**src/rtl/charge_init_sequencer.sv**
```systemverilog
// Charge-initialization sequencer: drives the charge_control control word through repeated
// reset / sequence-pulse / count-window attempts and reports the captured status to the host.
module charge_init_sequencer #(
  parameter int CNT_W         = 16,
  parameter int ATT_W         = 6,
  parameter int RESET_CYCLES  = 4,
  parameter int SETTLE_CYCLES = 2
) (
  input  logic             S_AXI_ACLK,
  input  logic             S_AXI_ARESETN,
  input  logic             start,
  input  logic [1:0]       routine,
  input  logic [1:0]       thr0,
  input  logic [1:0]       thr1,
  input  logic [CNT_W-1:0] count_window,
  input  logic [ATT_W-1:0] max_attempts,
  input  logic [14:0]      awg_in,
  output logic [13:0]      ctrl_out,
  output logic             busy,
  output logic             done,
  output logic             success,
  output logic [ATT_W-1:0] attempts,
  output logic [5:0]       last_counts,
  output logic [5:0]       last_seq,
  output logic             seq_mismatch
);

  function automatic int max_i(input int a, input int b);
    return (a > b) ? a : b;
  endfunction

  // One shared counter serves the reset hold, the 2*attempts sequence phases, the window and settling.
  localparam int CW = max_i(max_i(CNT_W, ATT_W + 1),
                            max_i($clog2(RESET_CYCLES + 1), $clog2(SETTLE_CYCLES + 1)));

  typedef enum logic [2:0] {
    S_IDLE    = 3'd0,
    S_RST     = 3'd1,
    S_SEQ     = 3'd2,
    S_COUNT   = 3'd3,
    S_CAPTURE = 3'd4,
    S_DECIDE  = 3'd5,
    S_DONE    = 3'd6
  } state_t;

  state_t           state_q, state_d;
  logic [CW-1:0]    cnt_q, cnt_d;
  logic [1:0]       routine_q, routine_d;
  logic [1:0]       thr0_q, thr0_d;
  logic [1:0]       thr1_q, thr1_d;
  logic [CNT_W-1:0] win_q, win_d;
  logic [ATT_W-1:0] max_q, max_d;
  logic [ATT_W-1:0] attempts_q, attempts_d;
  logic             hit_q, hit_d;
  logic [14:0]      awg_q, awg_d;
  logic [13:0]      ctrl_q, ctrl_d;
  logic             busy_q, busy_d;
  logic             done_q, done_d;
  logic             success_q, success_d;
  logic [5:0]       last_counts_q, last_counts_d;
  logic [5:0]       last_seq_q, last_seq_d;
  logic             mismatch_q, mismatch_d;
  logic             hit_now_s;
  logic [CW-1:0]    win_end_s;
  logic [CW-1:0]    seq_end_s;
  logic             unused_awg_s;

  // Bits [1:0] of the status bus carry nothing this sequencer acts on.
  assign unused_awg_s = ^awg_q[1:0];

  function automatic logic [13:0] ctrl_word(input state_t st, input logic seq_phase,
                                            input logic [1:0] rt, input logic [1:0] t0,
                                            input logic [1:0] t1);
    logic [13:0] w;
    w = 14'd0;
    case (st)
      S_IDLE:    w = 14'd0;
      S_RST:     w[1] = 1'b1;
      S_SEQ:     begin w[0] = 1'b1; w[6] = ~seq_phase; end
      S_COUNT:   begin w[0] = 1'b1; w[2] = 1'b1; end
      S_CAPTURE: w[0] = 1'b1;
      S_DECIDE:  w[0] = 1'b1;
      S_DONE:    w[0] = 1'b1;
      default:   w = 14'd0;
    endcase
    if (st != S_IDLE) begin
      w[5:4]  = rt;
      w[8:7]  = t0;
      w[10:9] = t1;
    end else begin
      w = 14'd0;
    end
    return w;
  endfunction

  // Next-state, counter, latch and registered-output computation.
  always_comb begin
    state_d       = state_q;
    cnt_d         = cnt_q;
    routine_d     = routine_q;
    thr0_d        = thr0_q;
    thr1_d        = thr1_q;
    win_d         = win_q;
    max_d         = max_q;
    attempts_d    = attempts_q;
    hit_d         = hit_q;
    awg_d         = awg_in;
    success_d     = success_q;
    last_counts_d = last_counts_q;
    last_seq_d    = last_seq_q;
    mismatch_d    = mismatch_q;
    hit_now_s     = hit_q | awg_q[2];
    win_end_s     = CW'(win_q) - CW'(1);
    seq_end_s     = CW'({attempts_q, 1'b0}) - CW'(1);

    case (state_q)
      S_IDLE: begin
        if (start) begin
          routine_d     = routine;
          thr0_d        = thr0;
          thr1_d        = thr1;
          win_d         = (count_window == {CNT_W{1'b0}}) ? CNT_W'(1) : count_window;
          max_d         = (max_attempts == {ATT_W{1'b0}}) ? ATT_W'(1) : max_attempts;
          attempts_d    = ATT_W'(1);
          hit_d         = 1'b0;
          success_d     = 1'b0;
          last_counts_d = 6'd0;
          last_seq_d    = 6'd0;
          mismatch_d    = 1'b0;
          cnt_d         = {CW{1'b0}};
          state_d       = S_RST;
        end else begin
          state_d = S_IDLE;
        end
      end
      S_RST: begin
        if (cnt_q == CW'(RESET_CYCLES - 1)) begin
          cnt_d   = {CW{1'b0}};
          state_d = S_SEQ;
        end else begin
          cnt_d = cnt_q + CW'(1);
        end
      end
      S_SEQ: begin
        if (cnt_q == seq_end_s) begin
          cnt_d   = {CW{1'b0}};
          state_d = S_COUNT;
        end else begin
          cnt_d = cnt_q + CW'(1);
        end
      end
      S_COUNT: begin
        hit_d = hit_now_s;
        // Dynamic-stop routine leaves as soon as the threshold hit is visible.
        if (((routine_q == 2'b00) && hit_now_s) || (cnt_q == win_end_s)) begin
          cnt_d   = {CW{1'b0}};
          state_d = S_CAPTURE;
        end else begin
          cnt_d = cnt_q + CW'(1);
        end
      end
      S_CAPTURE: begin
        hit_d = hit_now_s;
        if (cnt_q == CW'(SETTLE_CYCLES - 1)) begin
          last_counts_d = awg_q[8:3];
          last_seq_d    = awg_q[14:9];
          mismatch_d    = mismatch_q | (awg_q[14:9] != 6'(attempts_q));
          cnt_d         = {CW{1'b0}};
          state_d       = S_DECIDE;
        end else begin
          cnt_d = cnt_q + CW'(1);
        end
      end
      S_DECIDE: begin
        cnt_d = {CW{1'b0}};
        if (hit_q) begin
          success_d = 1'b1;
          state_d   = S_DONE;
        end else if (attempts_q == max_q) begin
          success_d = 1'b0;
          state_d   = S_DONE;
        end else begin
          attempts_d = attempts_q + ATT_W'(1);
          hit_d      = 1'b0;
          state_d    = S_RST;
        end
      end
      S_DONE:  state_d = S_IDLE;
      default: state_d = S_IDLE;
    endcase

    ctrl_d = ctrl_word(state_d, cnt_d[0], routine_d, thr0_d, thr1_d);
    busy_d = (state_d != S_IDLE);
    done_d = (state_d == S_DONE);
  end

  // State, latches and registered outputs; asynchronous reset clears everything.
  always_ff @(posedge S_AXI_ACLK or negedge S_AXI_ARESETN) begin
    if (!S_AXI_ARESETN) begin
      state_q       <= S_IDLE;
      cnt_q         <= {CW{1'b0}};
      routine_q     <= 2'd0;
      thr0_q        <= 2'd0;
      thr1_q        <= 2'd0;
      win_q         <= {CNT_W{1'b0}};
      max_q         <= {ATT_W{1'b0}};
      attempts_q    <= {ATT_W{1'b0}};
      hit_q         <= 1'b0;
      awg_q         <= 15'd0;
      ctrl_q        <= 14'd0;
      busy_q        <= 1'b0;
      done_q        <= 1'b0;
      success_q     <= 1'b0;
      last_counts_q <= 6'd0;
      last_seq_q    <= 6'd0;
      mismatch_q    <= 1'b0;
    end else begin
      state_q       <= state_d;
      cnt_q         <= cnt_d;
      routine_q     <= routine_d;
      thr0_q        <= thr0_d;
      thr1_q        <= thr1_d;
      win_q         <= win_d;
      max_q         <= max_d;
      attempts_q    <= attempts_d;
      hit_q         <= hit_d;
      awg_q         <= awg_d;
      ctrl_q        <= ctrl_d;
      busy_q        <= busy_d;
      done_q        <= done_d;
      success_q     <= success_d;
      last_counts_q <= last_counts_d;
      last_seq_q    <= last_seq_d;
      mismatch_q    <= mismatch_d;
    end
  end

  assign ctrl_out     = ctrl_q;
  assign busy         = busy_q;
  assign done         = done_q;
  assign success      = success_q;
  assign attempts     = attempts_q;
  assign last_counts  = last_counts_q;
  assign last_seq     = last_seq_q;
  assign seq_mismatch = mismatch_q;

endmodule

```
**config.mk**
```make
export PLATFORM = sky130hd
export DESIGN_NAME = charge_init_sequencer
export DESIGN_NICKNAME = d
export VERILOG_FILES = /design/src/rtl/charge_init_sequencer.sv
export SDC_FILE = /design/constraint.sdc
export NUM_CORES = 1
export LEC_CHECK = 0
export CAP_MARGIN = 30
export CORE_ASPECT_RATIO = 0.6
export CORE_MARGIN = 2
export CORE_UTILIZATION = 27
export CTS_CLUSTER_DIAMETER = 40
export DETAILED_ROUTE_END_ITERATION = 16
export HOLD_SLACK_MARGIN = 0.05
export PLACE_DENSITY = 0.46
export SLEW_MARGIN = 20
export SYNTH_ARGS = -nofsm -noshare
export SYNTH_HDL_FRONTEND = slang
export SYNTH_SLANG_ARGS = --single-unit
```
**constraint.sdc**
```tcl
create_clock -name S_AXI_ACLK -period 3.45 [get_ports S_AXI_ACLK]
set_clock_uncertainty 0.2 [all_clocks]
set_input_delay 0.5175 -clock S_AXI_ACLK [delete_from_list [all_inputs] [get_ports S_AXI_ACLK]]
set_output_delay 0.5175 -clock S_AXI_ACLK [all_outputs]
set_load 0.01 [all_outputs]
```
# Yosys cells after proc, flatten, opt, wreduce, memory -nomap -nowiden
# Index checks and enable logic that the tools add are counted.
# op_classes
eq_ne	22
n_reduce_logical	19
bitwise_logic	3
muxes	47
add_sub_neg	4
# op_table
op	n
two-way mux 16 bit	6
one-hot mux 16 bit (6 select lines)	1
two-way mux 6 bit	7
one-hot mux 6 bit (2 select lines)	3
equality test 16 bit	2
two-way mux 3 bit	7
one-hot mux 3 bit (6 select lines)	1
adder 16 x 1 -> 16 bit (second input constant)	1
equality test 16 x 1 -> 1 bit (second input constant)	1
equality test 16 x 2 -> 1 bit (second input constant)	1
zero test 16 bit	1
subtractor 16 x 1 -> 16 bit (second input constant)	1
equality test 3 bit (second input constant)	5
two-way mux 2 bit	7
equality test 3 x 2 -> 1 bit (second input constant)	4
two-way mux 1 bit	11
inequality test 2 bit (second input constant)	4
subtractor 7 x 1 -> 8 bit (second input constant)	1
adder 6 x 1 -> 6 bit (second input constant)	1
equality test 3 x 1 -> 1 bit (second input constant)	2
equality test 6 bit	1
zero test 6 bit	1
inequality test 6 bit	1
AND reduction 2 bit	3
other kinds (17)	22
# totals
out_inout_bits	36
elab_cells	113
regBits	96
in_bits	46

# Depth between registers and ports, before layout
# Gate-level depths: netlist of the first run.
# logic_depth
depth_word	9
depth_mapped	12
depth_no_buf	10

# Worst setup path after synthesis of the first run
# OpenSTA, ideal clock, no wires.
# synth_path
path_type	flip-flop to flip-flop
start	register win_q[2]
end	register cnt_q[8]
setup_ns	0.118
n_path_buf	2
required_time_ns	3.132
stages_incl_launch_ff	10
setup_slack_ns	0.558
period_less_slack_ns	2.892
t_arrival_ns	2.574
path_cell_list	dfrtp_1 -> buf_6 -> or4_4 -> or4_4 -> a2111oi_4 -> nand4_1 -> a21boi_2 -> buf_6 -> o21ai_1 -> a21o_1
# synth_between
elab_chain_cells	5
# synth_lines
item	line	text
start: declaration	51	logic [CNT_W-1:0] win_q, win_d;
start signal: assignment	205	win_q <= {CNT_W{1'b0}};
start signal: assignment	223	win_q <= win_d;
subtractor 16 x 1 -> 16 bit	113	win_end_s = CW'(win_q) - CW'(1);
equality test 16 bit	155	if (((routine_q == 2'b00) && hit_now_s) || (cnt_q == win_end_s)) begin
logical OR 1 bit	155	
two-way mux 16 bit	155	
one-hot mux 16 bit (6 select lines)	116	case (state_q)
end signal: assignment	201	cnt_q <= {CW{1'b0}};
end signal: assignment	219	cnt_q <= cnt_d;
end: declaration	47	logic [CW-1:0] cnt_q, cnt_d;
# Every way passes these cells.
# A chain may end at the register's enable or synchronous reset.

# Final worst setup path of the first run
# layout_path
start	register win_q[4]
end	register cnt_q[8]
# The elaborated chain is that of the path after synthesis.

==> flow_summary.ini, run 1 <==
[outcome]
status = complete, no violations

[synth]
syn_area_per_cell_sq_um = 9.15
syn_inst = 524
yosys_warnings = 0
synth_edf_count = 0
yosysUniqueCellTypes = 60
syn-cell-area_sq_um = 4790
postSynth.asyncResetShare = 1.00
ys_ff_latch = 93
synth-main-ff-cell = dfrtp_1
yosysSeqAreaShare = 0.486

[setup_path]
critPathMaxStageDelay_ns = 0.59
worst_setup_path_end_kind = register
cp.arrival_ns = 3.23
critPathLaunchType = register
path_cells = or4_4 -> nor4_1 -> a2bb2oi_1 -> a2111oi_0 -> nand4_1 -> a21boi_2 -> buf_4 -> o21ai_1 -> a21o_1
cp_slowest_cell = or4_4
cp.required_ns = 3.49
crit_type = register to register
cp_max_fo = 11

[clock_tree]
cts_setup_buffers = 0
numCtsBuffers = 9
insertion_delay_ns = 0.35
cts_num_sinks = 93
root_buffer = clkbuf_16
path_clk_slew_ns = 0.07
htreeDepth = 3
cts_tree = done
clock_path_buffers = 2

[floorplanning]
die_w_microns = 176
rows = 37
coreArea_sq_um = 17300
io_pins = 82
die_y_microns = 107
dieArea_sq_um = 18900
start_util = 0.278

[placement]
dp_hpwl_microns = 9690
numPortBuffers = 75
gp_congestion = 0.826

[sta]
holdWs_ns = 0.265
min_period_over_period = 0.926
max_freq_mhz = 313
max-slew-margin-rel = 0.537
fin_tns_setup_ns = 0
setup_viol = 0
fin_crit_ns = 3.19
worst_pin_slew_ns = 0.695
slew_violations = 0
hold_viol = 0
grt_setup_unrepaired = no

[cells_and_area]
mostFrequentLayoutCell = nand2_1
final_cell_mix = nand2_1 (122), dfrtp_1 (93), clkdlybuf4s50_1 (74)
syn2layout_area_growth_pct = 27.9
antenna_cells = 0
layout-drive-gt1-share = 0.0877
nets = 650

[drt]
remaining_drc_errors = 0
dr.pass1.iters = 4
drtIter0Drc = 223
antenna_left = 0
via_per_inst = 4.63
vias = 3876
post_drt_wl_per_cell_microns = 15.3
routed_wl_microns = 12800

[global_route]
antenna_found_initial = 0
track_usage = 0.145
grt_pass1_vias = 3918
grt_overflow = 0
grt_start_max_net_pins = 52
grt_pass1_wl_microns = 21400

[power]
vdd_drop_max_mv = 0.208
p_leak_nw = 2.65
power.density_nw_per_um2 = 354

[min_path]
hp-class = register to register

[job]
cap_violations = 0
-- registers in the layout, summed over array words and instances, names as in the netlist --
| signal | cells |
|---|---|
| seq_mismatch | 1 |
| hit_q | 1 |
| thr1_q | 2 |
| busy | 1 |
| awg_q | 13 |
| last_counts | 6 |
| thr0_q | 2 |
| state_q | 3 |
| win_q | 16 |
| routine_q | 2 |
| last_seq | 6 |
| cnt_q | 16 |
| ctrl_out | 10 |
| success | 1 |
| max_q | 6 |
| attempts | 6 |
| done | 1 |
-- final cells by class --
type                            instances  area (sq um)
Clock buffer                            9           225
Sequential cell                        93          2330
Clock inverter                          7          62.6
Multi-Input combinational cell        388          2260
Tap cell                              234           293
Fill cell                            1767         11100
Inverter                               11          41.3
Timing Repair Buffer                   96           921
-- stage by stage --
step | setup slack (ns) | total power, mW | instance area, sq um | instances | utilization
after CTS | 0.133 | 2.20 | 6120 | 838 | 0.355
after global routing | 0.0575 | 2.25 | 6130 | 838 | 0.355
after global placement | 0.223 | 1.21 | 5830 | 821 | 0.337
final | 0.257 | 2.17 | 6130 | 838 | 0.355
after floorplan | 0.558 | 1.13 | 4800 | 527 | -
after detailed placement | 0.138 | 1.21 | 5830 | 821 | 0.337
-- repair_timing --
action / CTS / global route
endpoints found under the hold margin: 29 / 0
resized for setup: 0 / 2
setup endpoints to repair: 0 / 14
hold buffers: 1 / 0
-- worst max-delay path, delay by kind of cell (launching register included) --
kind            cells  cell delay, ns
compound gates      5            1.05
buf+inv             1            0.19
flops               1            0.49
simple gates        3            1.14
-- logic make-up (layout without fill, tap and decap cells) --
family,Yosys count,count (layout),share of synthesized area
compound gates,70,70,0.0995
xor+xnor,57,57,0.104
fa+ha+maj,5,5,0.0131
buf+inv,46,123,0.0462
flops,93,93,0.486
other cells,1,4,0.000783
simple gates,252,252,0.251
-- per-layer routing --
| metal | GRT usage | up-vias | share of wire |
|---|---|---|---|
| met2 | 0.194 | 75 | 0.39 |
| met5 | 0 | - | 0 |
| li1 | - | 1924 | - |
| met4 | 0.0366 | 0 | 0.014 |
| met1 | 0.230 | 1864 | 0.56 |
| met3 | 0.0323 | 13 | 0.038 |
-- synth_stat cells (all sizes together), types with 3 or more instances --
cell type / number / share of area
and2: 8 / 0.011
xor2: 24 / 0.044
nor4: 12 / 0.019
xnor2: 33 / 0.060
nand4: 10 / 0.013
dfrtp: 93 / 0.49
nor2: 33 / 0.026
nor3: 20 / 0.021
ha: 5 / 0.013
and3: 7 / 0.0091
o21ai: 23 / 0.025
nand2: 122 / 0.096
a21oi: 14 / 0.015
clkbuf: 22 / 0.017
nor3b: 4 / 0.0063
inv: 11 / 0.0086
o211ai: 5 / 0.0078
a21o: 4 / 0.0063
or3: 4 / 0.0055
buf: 13 / 0.020
a31oi: 3 / 0.0039
nand3: 14 / 0.015
or4: 6 / 0.012
-- path summary, 6_finish.rpt --
path | end | from | slack, ns | depth (start not counted)
max | cnt_q[8]$_DFFE_PN0P_ | win_q[4]$_DFFE_PN0P_ | 0.26 | 9
min | thr0_q[1]$_DFF_PN0_ | thr0_q[1]$_DFF_PN0_ | 0.26 | 2
max reg2reg | cnt_q[8]$_DFFE_PN0P_ | win_q[4]$_DFFE_PN0P_ | 0.26 | 9
min reg2reg | thr0_q[1]$_DFF_PN0_ | thr0_q[1]$_DFF_PN0_ | 0.26 | 2
max in group asynchronous | max_q[3]$_DFFE_PN0P_ | S_AXI_ARESETN | 1.80 | 3
min in group asynchronous | busy$_DFF_PN0_ | S_AXI_ARESETN | 0.55 | 2
-- report_power, final --
| part | switching, mW | total (mW) | internal, mW |
|---|---|---|---|
| Clock | 0.476 | 0.982 | 0.506 |
| Sequential | 0.00407 | 1.10 | 1.10 |
| Combinational | 0.0365 | 0.0851 | 0.0486 |
No activity file was read; power rests on OpenSTA's default activity.
==> run 2: changes to the inputs <==
Settings changed: ABC_CLOCK_PERIOD_IN_PS from default to 3450.
==> results of run 2 <==
The final DEF is identical to that of run 1; final timing and power are the same.
==> RTL edit, RTL diff (flow settings as in run 2) <==
Re-encode `state_t` (7 states) as one-hot, 7 bits wide.
--- a/src/rtl/charge_init_sequencer.sv
+++ b/src/rtl/charge_init_sequencer.sv
@@ -33,14 +33,14 @@
   localparam int CW = max_i(max_i(CNT_W, ATT_W + 1),
                             max_i($clog2(RESET_CYCLES + 1), $clog2(SETTLE_CYCLES + 1)));
 
-  typedef enum logic [2:0] {
-    S_IDLE    = 3'd0,
-    S_RST     = 3'd1,
-    S_SEQ     = 3'd2,
-    S_COUNT   = 3'd3,
-    S_CAPTURE = 3'd4,
-    S_DECIDE  = 3'd5,
-    S_DONE    = 3'd6
+  typedef enum logic [6:0] {
+    S_IDLE    = 7'b0000001,
+    S_RST     = 7'b0000010,
+    S_SEQ     = 7'b0000100,
+    S_COUNT   = 7'b0001000,
+    S_CAPTURE = 7'b0010000,
+    S_DECIDE  = 7'b0100000,
+    S_DONE    = 7'b1000000
   } state_t;
 
   state_t           state_q, state_d;
Check against the original RTL: same outputs for any inputs over 10 cycles, from zero or initial values and one cycle with S_AXI_ARESETN low; not proved beyond that.
==> RTL edit against run 2 <==
Sequential share of layout area increased by 1.1 points; hold slack improved by 0.019 ns; sequential cell count increased by 4; area after synthesis increased by 2.7%; die area increased by 2.6%; worst setup slack improved by 0.16 ns; final cell count decreased by 6.4%; cell area increased by 1.5%; routed wire length decreased by 4.3%; critical endpoint is now ctrl_out[2].
Power is not compared: it rests on default switching activity, and its combinational part moved more than twofold at a synthesized area within 25%.
==> RTL edit: results (changes against run 2) <==
Parameter                              Value

Logic synthesis
  Fraction of the mapped netlist area in adder cells ... 1.27% (was 1.31%)
  Area fraction in compound gates after synthesis ... 11.3% (was 9.95%)
  Synthesized-area fraction occupied by xor and xnor cells ... 9.26% (was 10.4%)
  Most common flop cell mapped by yosys ... sky130_fd_sc_hd__dfrtp_1 (unchanged)
  Cells taking the most area after synthesis ... sky130_fd_sc_hd__dfrtp_1, sky130_fd_sc_hd__xor2_1, sky130_fd_sc_hd__mux2_2 (was sky130_fd_sc_hd__dfrtp_1, sky130_fd_sc_hd__nand2_1, sky130_fd_sc_hd__xnor2_1)
  Sequential cell area fraction in the yosys report ... 49.4% (was 48.6%)
  Count of unique library cells instantiated by Yosys ... 64 (was 60)
  Leading post-synthesis cells by instance count ... sky130_fd_sc_hd__dfrtp_1, sky130_fd_sc_hd__nand2_1, sky130_fd_sc_hd__xor2_1 (was sky130_fd_sc_hd__nand2_1, sky130_fd_sc_hd__dfrtp_1, sky130_fd_sc_hd__nor2_1, sky130_fd_sc_hd__xnor2_1, sky130_fd_sc_hd__xor2_1)
  Portion of netlist area occupied by mux cells ... 5.67% (was 0%)

Detailed routing
  Highest metal layer with signal wires ... met4 (unchanged)
  Count of routing violations after the opening detailed-route iteration ... 278 (was 223)
  Post-Route M1 WL ... 6.85 mm (was 7.15 mm)
  Routed wire per std cell ... 15.6 um (was 15.3 um)
  WL met3 ... 536 um (was 490 um)
  Met2 wire len ... 4.75 mm (was 4.99 mm)
  1st-pass router iterations ... 5 (was 4)
  Via count normalized by instance count ... 4.68 (was 4.63)

Global routing
  Maximum number of pins on one net before global-route repair ... 64 (was 52)
  Global-route wire length before repair ... 20.3 mm (was 21.4 mm)
  GRT Util Overall ... 13.7% (was 14.5%)
  Number of global-route vias before repair ... 3,668 (was 3,918)

Placement
  GPL Wtd Cong ... 0.841 (was 0.826)
  Post-detailed-placement half-perimeter wirelength ... 8.99 mm (was 9.69 mm)

Final layout
  Number of nets at the end of the flow ... 590 (was 650)
  Fillers ... 1,817 (was 1,767)
  Ratio of cells with drive above 1 in the final layout ... 14.0% (was 8.77%)

Outcome
  Result of the run ... finished, final reports clean (unchanged)

Clock tree
  # resized after CTS ... 0 (unchanged)
  Root buffer selected by CTS ... sky130_fd_sc_hd__clkbuf_16 (unchanged)
  Number of CTS-inserted buffers ... 9 (unchanged)

Setup path
  Maximum fanout along the worst path ... 18 (was 11)
  Library cell contributing the largest single delay on the critical path ... sky130_fd_sc_hd__dfrtp_1 (was sky130_fd_sc_hd__or4_4)
  Biggest cell delay along the critical path ... 0.46 ns (was 0.59 ns)
  CP arrival ... 3.04 ns (was 3.23 ns)

STA
  Worst slew pin tran ... 0.538 ns (was 0.695 ns)
RTL edit: repair_timing:
| item | CTS | global route |
|---|---|---|
| endpoints found under the setup margin | 0 | 0 |
| hold endpoints to repair | 34 | 0 |
| hold buffers | 1 | 0 |
RTL edit: routing by layer:
metal / up-vias / track usage [%]
li1: 1782 / -
met1: 1797 / 21.6
met2: 81 / 18.3
met3: 10 / 3.20
met4: 0 / 3.37
met5: - / 0
RTL edit: area by class of cell:
type	count	area, um^2	share of cell area, %
inverter	11	41.3	0.664
sequential	97	2430	39.0
multi-input combinational	335	2310	37.2
tap	240	300	4.83
timing repair buffer	85	838	13.5
clock buffer	9	225	3.62
clock inverter	7	75.1	1.21
RTL edit: final timing paths:
kind | start | endpoint | slack [ns] | depth (start not counted)
min in group asynchronous | S_AXI_ARESETN | ctrl_out[2] | 0.49 | 2
worst max register to register | win_q[3] | ctrl_out[2] | 0.41 | 7
worst max-delay path | win_q[3] | ctrl_out[2] | 0.41 | 7
max in group asynchronous | S_AXI_ARESETN | state_q[0] | 1.83 | 3
worst min register to register | last_counts[4] | last_counts[4] | 0.28 | 2
worst min-delay path | last_counts[4] | last_counts[4] | 0.28 | 2
RTL edit: kinds of logic (layout without fill, tap and decap cells):
family,count (synthesis),in the layout
other,1,4
muxes,25,25
and+or+nand+nor,168,168
AOI/OAI and AO/OA,81,81
buffers and inverters,39,112
DFF,97,97
xor gates and xnor gates,52,52
adders and majority gates,5,5
RTL edit: worst min-delay path, cell delays in order (launching register included):
cell and delay (ns):
sky130_fd_sc_hd__dfrtp_1 0.35, sky130_fd_sc_hd__nand2_1 0.04, sky130_fd_sc_hd__o21ai_0 0.06
RTL edit: metrics by stage:
stage	worst slack [ns]	instances	instance area [um^2]
detailed placement	0.426	767	5910
global route	0.194	784	6220
CTS	0.405	784	6220
finish	0.414	784	6220
floorplan	0.780	471	4930
global placement	0.432	767	5910
RTL edit: report_power, final:
group          switching [W]  internal [W]  leakage, nW
combinational       0.000594      0.000573         1.14
clock               0.000499      0.000511        0.143
sequential          0.000278       0.00138         1.24
